<file path="src/rtl/mem_port_arbiter.sv">
// mem_port_arbiter: sequences the core's single shared memory port between the
// instruction-fetch requester and the data requester. One transaction is in
// flight at a time; completions re-arbitrate in the same cycle so that mem_req
// can stay high across consecutive transactions.
module mem_port_arbiter #(
  parameter int unsigned ADDR_W  = 32,
  parameter int unsigned TIMEOUT = 255
) (
  input  logic              clk,
  input  logic              rst_n,
  // Fetch requester
  input  logic              i_req,
  input  logic [ADDR_W-1:0] i_addr,
  input  logic              i_flush,
  output logic              i_ack,
  // Data requester
  input  logic              d_req,
  input  logic [ADDR_W-1:0] d_addr,
  input  logic [3:0]        d_we,
  input  logic [31:0]       d_wdata,
  output logic              d_ack,
  // Shared return path and pipeline stalls
  output logic [31:0]       rdata,
  output logic              i_stall,
  output logic              d_stall,
  // Memory interface
  output logic              mem_req,
  output logic [ADDR_W-1:0] mem_addr,
  output logic [3:0]        mem_we,
  output logic [31:0]       mem_wdata,
  input  logic              mem_ready,
  input  logic [31:0]       mem_rdata,
  // Status
  output logic              err_timeout
);

  typedef enum logic [1:0] {
    IDLE  = 2'd0,
    FETCH = 2'd1,
    DATA  = 2'd2
  } state_e;

  // The wait counter expires when it would step onto TIMEOUT, so a transaction
  // is allowed exactly TIMEOUT cycles of mem_req before being abandoned.
  localparam logic [15:0] CNT_LAST = 16'(TIMEOUT - 1);

  state_e            state_q, state_d;
  logic              mem_req_q, mem_req_d;
  logic [ADDR_W-1:0] mem_addr_q, mem_addr_d;
  logic [3:0]        mem_we_q, mem_we_d;
  logic [31:0]       mem_wdata_q, mem_wdata_d;
  logic              last_d_q, last_d_d;
  logic              drop_q, drop_d;
  logic [15:0]       cnt_q, cnt_d;
  logic              err_q, err_d;

  logic              busy;
  logic              done;
  logic              expire;
  logic              arb_en;
  logic              i_elig;
  logic              pick_d;
  logic              pick_i;

  // Decode completion and timeout of the transaction currently in flight.
  always_comb begin
    // NOTE: every signal written in a combinational block gets a default at
    // the top, otherwise a missed branch would infer a latch.
    busy   = 1'b0;
    done   = 1'b0;
    expire = 1'b0;
    busy   = (state_q != IDLE);
    done   = busy & mem_ready;
    // mem_ready in the expiry cycle wins over the timeout.
    expire = busy & ~mem_ready & (cnt_q == CNT_LAST);
  end

  // Choose the next transaction; uses last_d as updated by a completion in
  // this same cycle, so a finishing data access hands the port to a waiting fetch.
  always_comb begin
    last_d_d = last_d_q;
    i_elig   = 1'b0;
    arb_en   = 1'b0;
    pick_d   = 1'b0;
    pick_i   = 1'b0;
    if (done) begin
      last_d_d = (state_q == DATA);
    end
    i_elig = i_req & ~i_flush;
    arb_en = (state_q == IDLE) | done;
    pick_d = d_req & (~i_elig | ~last_d_d);
    pick_i = i_elig & ~pick_d;
  end

  // Next-state logic: timeout abandon, launch/relaunch, or wait-cycle bookkeeping.
  always_comb begin
    state_d     = state_q;
    mem_req_d   = mem_req_q;
    mem_addr_d  = mem_addr_q;
    mem_we_d    = mem_we_q;
    mem_wdata_d = mem_wdata_q;
    drop_d      = drop_q;
    cnt_d       = cnt_q;
    err_d       = err_q;

    if (expire) begin
      // Abandon without ack; arbitration resumes from IDLE next cycle.
      state_d   = IDLE;
      mem_req_d = 1'b0;
      drop_d    = 1'b0;
      err_d     = 1'b1;
    end else if (arb_en) begin
      // Any completion retires a pending drop of a flushed fetch.
      drop_d = 1'b0;
      if (pick_d) begin
        state_d     = DATA;
        mem_req_d   = 1'b1;
        mem_addr_d  = d_addr;
        mem_we_d    = d_we;
        mem_wdata_d = d_wdata;
        cnt_d       = '0;
      end else if (pick_i) begin
        state_d     = FETCH;
        mem_req_d   = 1'b1;
        mem_addr_d  = i_addr;
        mem_we_d    = 4'b0000;
        mem_wdata_d = '0;
        cnt_d       = '0;
      end else begin
        state_d   = IDLE;
        mem_req_d = 1'b0;
      end
    end else if (busy) begin
      cnt_d = cnt_q + 16'd1;
      // A redirect during a fetch lets the access finish but suppresses its ack.
      if ((state_q == FETCH) && i_flush) begin
        drop_d = 1'b1;
      end
    end
  end

  // State and memory-interface registers with asynchronous reset.
  always_ff @(posedge clk or negedge rst_n) begin
    // NOTE: sequential state uses non-blocking assignments so every flop
    // samples the pre-edge values regardless of statement order.
    if (!rst_n) begin
      state_q     <= IDLE;
      mem_req_q   <= 1'b0;
      mem_addr_q  <= '0;
      mem_we_q    <= '0;
      mem_wdata_q <= '0;
      last_d_q    <= 1'b0;
      drop_q      <= 1'b0;
      cnt_q       <= '0;
      err_q       <= 1'b0;
    end else begin
      state_q     <= state_d;
      mem_req_q   <= mem_req_d;
      mem_addr_q  <= mem_addr_d;
      mem_we_q    <= mem_we_d;
      mem_wdata_q <= mem_wdata_d;
      last_d_q    <= last_d_d;
      drop_q      <= drop_d;
      cnt_q       <= cnt_d;
      err_q       <= err_d;
    end
  end

  // Acks are combinational from the registered state and mem_ready; the two
  // states are exclusive so the acks can never coincide.
  assign i_ack = (state_q == FETCH) & mem_ready & ~drop_q & ~i_flush;
  assign d_ack = (state_q == DATA) & mem_ready;

  // Stalls and read data are forced low while reset is asserted.
  assign i_stall = rst_n & i_req & ~i_ack;
  assign d_stall = rst_n & d_req & ~d_ack;
  assign rdata   = mem_rdata & {32{rst_n}};

  assign mem_req     = mem_req_q;
  assign mem_addr    = mem_addr_q;
  assign mem_we      = mem_we_q;
  assign mem_wdata   = mem_wdata_q;
  assign err_timeout = err_q;

endmodule

</file>
<file path="config.mk">
export PLATFORM = sky130hd
export DESIGN_NAME = mem_port_arbiter
export DESIGN_NICKNAME = d
export VERILOG_FILES = /design/src/rtl/mem_port_arbiter.sv
export SDC_FILE = /design/constraint.sdc
export NUM_CORES = 1
export LEC_CHECK = 0
export ABC_AREA = 1
export BUFFER_PORTS_ARGS = -buffer_cell sky130_fd_sc_hd__buf_2
export CORE_ASPECT_RATIO = 1.1
export CORE_UTILIZATION = 42
export DETAILED_ROUTE_END_ITERATION = 8
export PLACE_DENSITY = 0.78
export SLEW_MARGIN = 20
export SYNTH_ARGS = -nofsm -noshare
export SYNTH_HDL_FRONTEND = slang
export SYNTH_SLANG_ARGS = --single-unit
</file>
<file path="constraint.sdc">
create_clock -name clk -period 1.31 [get_ports clk]
set_input_delay 0.0655 -clock clk [delete_from_list [all_inputs] [get_ports clk]]
set_output_delay 0.0655 -clock clk [all_outputs]
set_load 0.01 [all_outputs]
</file>
[Yosys cells after proc, flatten, opt, wreduce, memory -nomap -nowiden]
Cells that the tools add are included.
Storage, ports and cells
  register bits: 90
  input port bits: 138
  word-level logic and storage cells: 74
Cells by class
  reduce and logical (&&, ||, !) cells: 11
  eq/ne operators: 4
  add/sub/neg operators: 1
  multiplexer cells: 23
  bitwise operators: 26
Operators by type and width (number)
  $mux W32: 4
  $mux W16: 4
  $and A32 B32 Y32: 1
  $add A16 B1 Y16 const B: 1
  $eq A16 B8 Y1 const B: 1
  $and A1 B1 Y1: 14
  $mux W1: 10
  $not A1 Y1: 9
  $mux W4: 2
  $reduce_bool A2 Y1: 4
  $mux W2: 3
  $reduce_and A3 Y1: 2
  $reduce_bool A3 Y1: 2
  $ne A3 B1 Y1 const B: 1
  $eq A2 B1 Y1 const B: 1
  $eq A2 B2 Y1 const B: 1
  $logic_not A2 Y1: 1
  $or A1 B1 Y1: 2
  $reduce_and A2 Y1: 1
  $logic_and A1 B1 Y1: 1

[Longest topological paths before layout]
Gate-level depths: netlist of the first run.
  depth in word-level cells: 12
  gate-level depth with buffers: 9
  depth with buffers taken out: 9

[Worst setup path before layout of the first run]
Ideal clock, no wire load.
  path type: register to register
  start point: register cnt_q[0]
  end point: register cnt_q[14]
  cell stages (with the launch flop): 10
  data required time: 1.245 ns
  setup time: 0.065 ns
  arrival time: 1.385 ns
  buffers on the path: 1
  path slack: -0.140 ns
  period minus slack after synthesis: 1.450 ns
  cells stage by stage: dfrtp_1 > inv_1 > ha_1 > nand3_1 > nor2_1 > nand3_4 > nand2_4 > buf_6 > nand2_1 > nand2_1
Between the ends
  longest elaborated chain between the ends: 4
  elaborated cells between the ends (all ways): 7
  classes of those cells: 1 x add/sub; 1 x eq/ne; 2 x mux; 2 x bitwise; 1 x reduce/logical
RTL lines
  start, declared: line 54  | logic [15:0] cnt_q, cnt_d;
  start signal, assigned: line 164  | cnt_q <= cnt_d;
  parallel branches: the longest is 4 deep, another holds $add A16 B1 Y16
Parallel ways; which one is timed is not known. The select of a mux whose other input is x is not followed.
A chain may end at the register's enable or synchronous reset.

[Worst setup path in the final report of the first run]
  start point: register state_q[1]
  end point: output i_stall
Between the ends
  longest elaborated chain between the ends: 6
RTL lines
  start, declared: line 47  | state_e state_q, state_d;
  start signal, assigned: line 157  | state_q <= state_d;
  $eq A2 B1 Y1: line 171  | assign i_ack = (state_q == FETCH) & mem_ready & ~drop_q & ~i_flush;
  $and A1 B1 Y1 (3 in series): line 171
  $not A1 Y1: line 175  | assign i_stall = rst_n & i_req & ~i_ack;
  $and A1 B1 Y1: line 175
  end, declared: line 24  | output logic i_stall,
Every way passes these cells.

==> metrics.csv, run 1 <==
metric,value,unit
end_kind,primary output,
chipHeight,114,um
fillers,881,
dr.pass1.iters,6,
overflow,0,
area_growth,62.4,%
violations,"hold timing, setup timing",
gp_congestion,0.875,
ir_drop,0.727,mV
cp_max_fo,3,
busiest_layer,met2,
worstSkewPairLatency,340,ps
globalRouteTotalUtil,27.2,%
grt_max_degree,72,
drc_errors,0,
yosysWarningCount,0,
setup_violations,90,
grt_pass1_wl,25.4,mm
final_layout_size_suffix_gt1_share,35.9,%
synth_xor_area_share,0.183,%
period_needed,1500,ps
synth_top_area_cell,dfrtp_1,
final.setup.tns,-12000,ps
grtUsageMet3,4.97,%
status,"finished, violations left",
max-cap-violations,0,
cts.sinks,90,
clock_tree.root_cell,clkbuf_16,
core.rowCount,40,
fin_util,70.6,%
ios,244,
hp-class,primary input to asynchronous set/reset pin,
synthesis.area,4780,um^2
required,1240,ps
antenna_cells,0,
cts_buffers,9,
routedWlPerCell,14.0,um
vias,5660,
finalWirelength,16.4,mm
die_area,11800,um^2
fin_skew,11.1,ps
grtUsageMet2,50.8,%
clockBufferDepth,2,
post-dp-hpwl,10.2,mm
synthAdderAreaFrac,0.523,%
holdWs,-32.5,ps
port_buffers,243,
antenna_found_initial,0,
synth_edf_count,0,
synth_top_cells_by_count,"nand2_1, inv_1, dfrtp_1, nor2_1, o21ai_1",
drv_slew,0,
viasPerCell,4.80,
drtIter0Drc,533,
place_area,6440,um^2
synth-main-ff-cell,dfrtp_1,
yosys-mux-area-fraction,0,%
synthCells,684,
synthArstFlopShare,100,%
setup_ws,-190,ps
clk_pin_slew_worst_paths,60,ps
start_kind,flop,
dp_cells,1089,
ant_nets,0,
rsz0062_at_grt,true,
syn_area_per_cell,7.00,um^2
hold_viol,13,
place_ws,-70.3,ps
grt_pass1_vias,5377,
total_power,8.74,mW
crit_arrival,1430,ps
h-tree-depth,3,
die_x,104,um
yosysTopAreaCellShare,47.1,%
synth_cell_types,29,
nNetsFinal,1166,
final_area,7770,um^2
fmax,0.667,GHz
met1_usage,29.7,%
synth-compound-area-share,8.19,%
ys_top_cells_by_area,"dfrtp_1, nand2_1, inv_1",
ys_seq_area_share,47.1,%
leakage,4.52,nW
layoutNonFillerInstCount,1178,
relSlewSlack,72.8,%
synth-simple-area-share,30.7,%
layout_worst_path_cycle_share,114,%
critPathKind,flop to primary output,
initial_utilization,43.5,%
synth_top_family_by_area,simple AND/OR/NAND/NOR gates,
p_per_area,1120,nW/um^2
core_area,11000,um^2
syn_nets,824,
synth_most_common_cell,nand2_1,
tightest_slew,408,ps
cts_tree,built,
ys_ff_latch,90,
-- per-layer routing --
metal	vias to the layer above	share of wire, %
li1	2728	-
met1	2577	38
met2	305	52
met3	50	6.1
met4	0	3.6
met5	-	0
-- report_power, final --
| part | switching (mW) | internal (mW) |
|---|---|---|
| logic | 1.42 | 1.20 |
| registers | 0.236 | 3.20 |
| clock network | 1.13 | 1.55 |
-- area by class of cell --
class | count | area [um^2] | area share, %
Inverter | 126 | 480 | 6.18
Sequential cell | 90 | 2250 | 29.0
Timing Repair Buffer | 357 | 2450 | 31.5
Clock buffer | 10 | 239 | 3.08
Tap cell | 147 | 184 | 2.37
Multi-Input combinational cell | 442 | 2090 | 26.9
Clock inverter | 6 | 76.3 | 0.982
-- cells by family after synthesis --
kind of cell	after synthesis
XOR/XNOR	1
flip-flops	90
AO/OA/AOI/OAI	75
buffers and inverters	153
adder cells (fa/ha/maj)	2
AND/OR/NAND/NOR	363
-- worst max-delay path, cell delays in order (launching register included) --
cell and delay (ps):
dfrtp_1 410, buf_6 140, inv_4 40, nand3_2 50, nor3_2 130, buf_4 150
nor3_2 40, buf_2 140
-- flip-flops by register name (all words and copies together), names as in the netlist --
signal       count
state_q          2
err_timeout      1
drop_q           1
last_d_q         1
mem_req          1
mem_addr        32
cnt_q           16
mem_we           4
mem_wdata       32
-- cells in the final DEF (no fill, tap or decap), drive strengths merged --
cell type    count
buf            300
nand2          256
inv            127
dfrtp           90
nor2            70
o21ai           69
dlygate4sd3     55
nand3           27
clkbuf          12
nand4            5
o21bai           5
nor3             3
clkinv           3
ha               2
xnor2            1
nand3b           1
a21oi            1
and2             1
or2              1
bufinv           1
clkinvlp         1
-- worst paths after layout --
check | start | to | slack (ps) | cells after the start
max | state_q[1] | i_stall | -190 | 7
min | rst_n | cnt_q[7] | -30 | 2
max reg2reg | state_q[1] | mem_wdata[13] | -180 | 9
min reg2reg | err_timeout | err_timeout | 480 | 1
max in group asynchronous | rst_n | mem_wdata[4] | 510 | 3
min in group clk | d_addr[24] | mem_addr[24] | 0 | 3
-- timing repair --
| item | 4_1_cts | 5_1_grt |
|---|---|---|
| buffers inserted | 9 | 2 |
| resized for setup | 20 | 41 |
| pin swaps | 1 | 8 |
| hold buffers | 54 | 1 |
| gates cloned | 4 | 3 |
| endpoints found under the setup margin | 91 | 93 |
| endpoints found under the hold margin | 72 | 1 |
(Power assumes the default switching activity.)
==> run 2: changes to the inputs <==
--- a/config.mk
+++ b/config.mk
@@ -11,6 +11,7 @@
 export CORE_UTILIZATION = 42
 export DETAILED_ROUTE_END_ITERATION = 8
 export PLACE_DENSITY = 0.78
+export REMOVE_ABC_BUFFERS = 1
 export SLEW_MARGIN = 20
 export SYNTH_ARGS = -nofsm -noshare
 export SYNTH_HDL_FRONTEND = slang
==> metrics.csv, run 2 (synthesis results as in run 1) <==
metric,value,unit,change
clk_pin_slew_worst_paths,80,ps,was 60 ps
routedWlPerCell,19.4,um,was 14.0 um
layoutNonFillerInstCount,1206,,was 1178
rsz0062_at_grt,true,,unchanged
crit_arrival,1820,ps,was 1430 ps
ir_drop,0.799,mV,was 0.727 mV
dr.pass1.iters,5,,was 6
cp_max_fo,8,,was 3
start_kind,flop,,unchanged
hold_viol,1,,was 13
antenna_found_initial,0,,unchanged
grt_pass1_vias,5963,,was 5377
violations,"hold timing, setup timing",,unchanged
hp-class,primary input to flop,,was primary input to asynchronous set/reset pin
area_growth,84.5,%,was 62.4%
cts_buffers,9,,unchanged
core_area,11000,um^2,unchanged
clock_tree.root_cell,clkbuf_16,,unchanged
drv_slew,0,,unchanged
tightest_slew,1030,ps,was 408 ps
viasPerCell,5.46,,was 4.80
finalWirelength,23.4,mm,was 16.4 mm
final_area,8830,um^2,was 7770 um^2
fin_skew,15.1,ps,was 11.1 ps
fmax,0.642,GHz,was 0.667 GHz
globalRouteTotalUtil,30.3,%,was 27.2%
cts_tree,built,,unchanged
final_common_cell,buf_2,,was nand2_1
die_area,11800,um^2,unchanged
p_per_area,1150,nW/um^2,was 1120 nW/um^2
place_ws,-138,ps,was -70.3 ps
h-tree-depth,3,,unchanged
ios,244,,unchanged
clockBufferDepth,2,,unchanged
drc_errors,0,,unchanged
drtIter0Drc,724,,was 533
status,"finished, violations left",,unchanged
holdWs,-5.28,ps,was -32.5 ps
place_area,6450,um^2,was 6440 um^2
post-dp-hpwl,9.94,mm,was 10.2 mm
core.rowCount,40,,unchanged
required,1580,ps,was 1240 ps
chipHeight,114,um,unchanged
mostFrequentLayoutCells,"buf_2, nand2_1, inv_1",,"was nand2_1, buf_2, inv_1"
antenna_cells,0,,unchanged
relSlewSlack,31.4,%,was 72.8%
vias,6589,,was 5660
overflow,0,,unchanged
die_x,104,um,unchanged
initial_utilization,43.5,%,unchanged
period_needed,1560,ps,was 1500 ps
worstSkewPairLatency,360,ps,was 340 ps
max-cap-violations,0,,unchanged
final_layout_size_suffix_gt1_share,47.6,%,was 35.9%
gp_congestion,0.853,,was 0.875
fillers,576,,was 881
leakage,4.93,nW,was 4.52 nW
ant_nets,0,,unchanged
port_buffers,243,,unchanged
grt_pass1_wl,28.3,mm,was 25.4 mm
final.setup.tns,-15310,ps,was -12000 ps
dp_cells,1090,,was 1089
grt_max_degree,43,,was 72
nNetsFinal,1194,,was 1166
layout_worst_path_cycle_share,119,%,was 114%
end_kind,flop,,was primary output
critPathKind,flop to flop,,was flop to primary output
setup_violations,112,,was 90
setup_ws,-248,ps,was -190 ps
cts.sinks,90,,unchanged
[run 2: where the power goes]
group | internal, mW | switching (mW)
combinational | 1.60 | 1.92
sequential | 3.20 | 0.344
clock | 1.89 | 1.24
[run 2: critical path, cell delays in order (launching register included)]
cell,delay [ps]
dfrtp_2,470
nand2_2,110
nand2_2,80
nand3_4,100
buf_6,120
nand3_4,180
clkbuf_16,230
o21ai_2,190
[run 2: per-layer routing]
metal	global-route usage, %	vias up	routed length, um
li1	-	2796	-
met3	5.77	170	2400
met5	0	-	0
met1	34.6	3034	7850
met2	55.2	589	11500
met4	14.3	0	1730
[run 2: final timing paths]
path | start | to | slack, ps | cells after the start
setup / recovery | state_q[1] | mem_wdata[22] | -250 | 7
hold / removal | d_addr[19] | mem_addr[19] | -5 | 3
setup reg to reg | state_q[1] | mem_wdata[22] | -250 | 7
hold reg to reg | err_timeout | err_timeout | 500 | 1
max in group asynchronous | rst_n | mem_wdata[29] | -30 | 3
min in group asynchronous | rst_n | mem_wdata[12] | 10 | 3
[run 2: repair_timing]
| item | in CTS | in global routing |
|---|---|---|
| hold endpoints to repair | 124 | 21 |
| pin swaps | 20 | 19 |
| cloned | 10 | 9 |
| hold buffers | 64 | 2 |
| resized for setup | 104 | 140 |
| endpoints found under the setup margin | 92 | 113 |
| buffers inserted | 12 | 4 |
[run 2: layout make-up]
| class | instances | area (um^2) | share of cell area, % |
|---|---|---|---|
| inverter | 126 | 478 | 5.41 |
| sequential | 90 | 2260 | 25.6 |
| clock buffer | 9 | 225 | 2.55 |
| clock inverter | 7 | 124 | 1.40 |
| tap | 147 | 184 | 2.08 |
| multi-input combinational | 441 | 2590 | 29.3 |
| timing repair buffer | 386 | 2970 | 33.7 |
[run 2: metrics by stage]
| stage | utilization, % | power (mW) |
|---|---|---|
| 2_1_floorplan | - | 4.42 |
| 3_3_place_gp | 58.6 | 5.54 |
| 3_5_place_dp | 58.6 | 5.58 |
| 4_1_cts | 73.6 | 9.22 |
| 5_1_grt | 80.2 | 10.5 |
| 6_report | 80.2 | 10.2 |
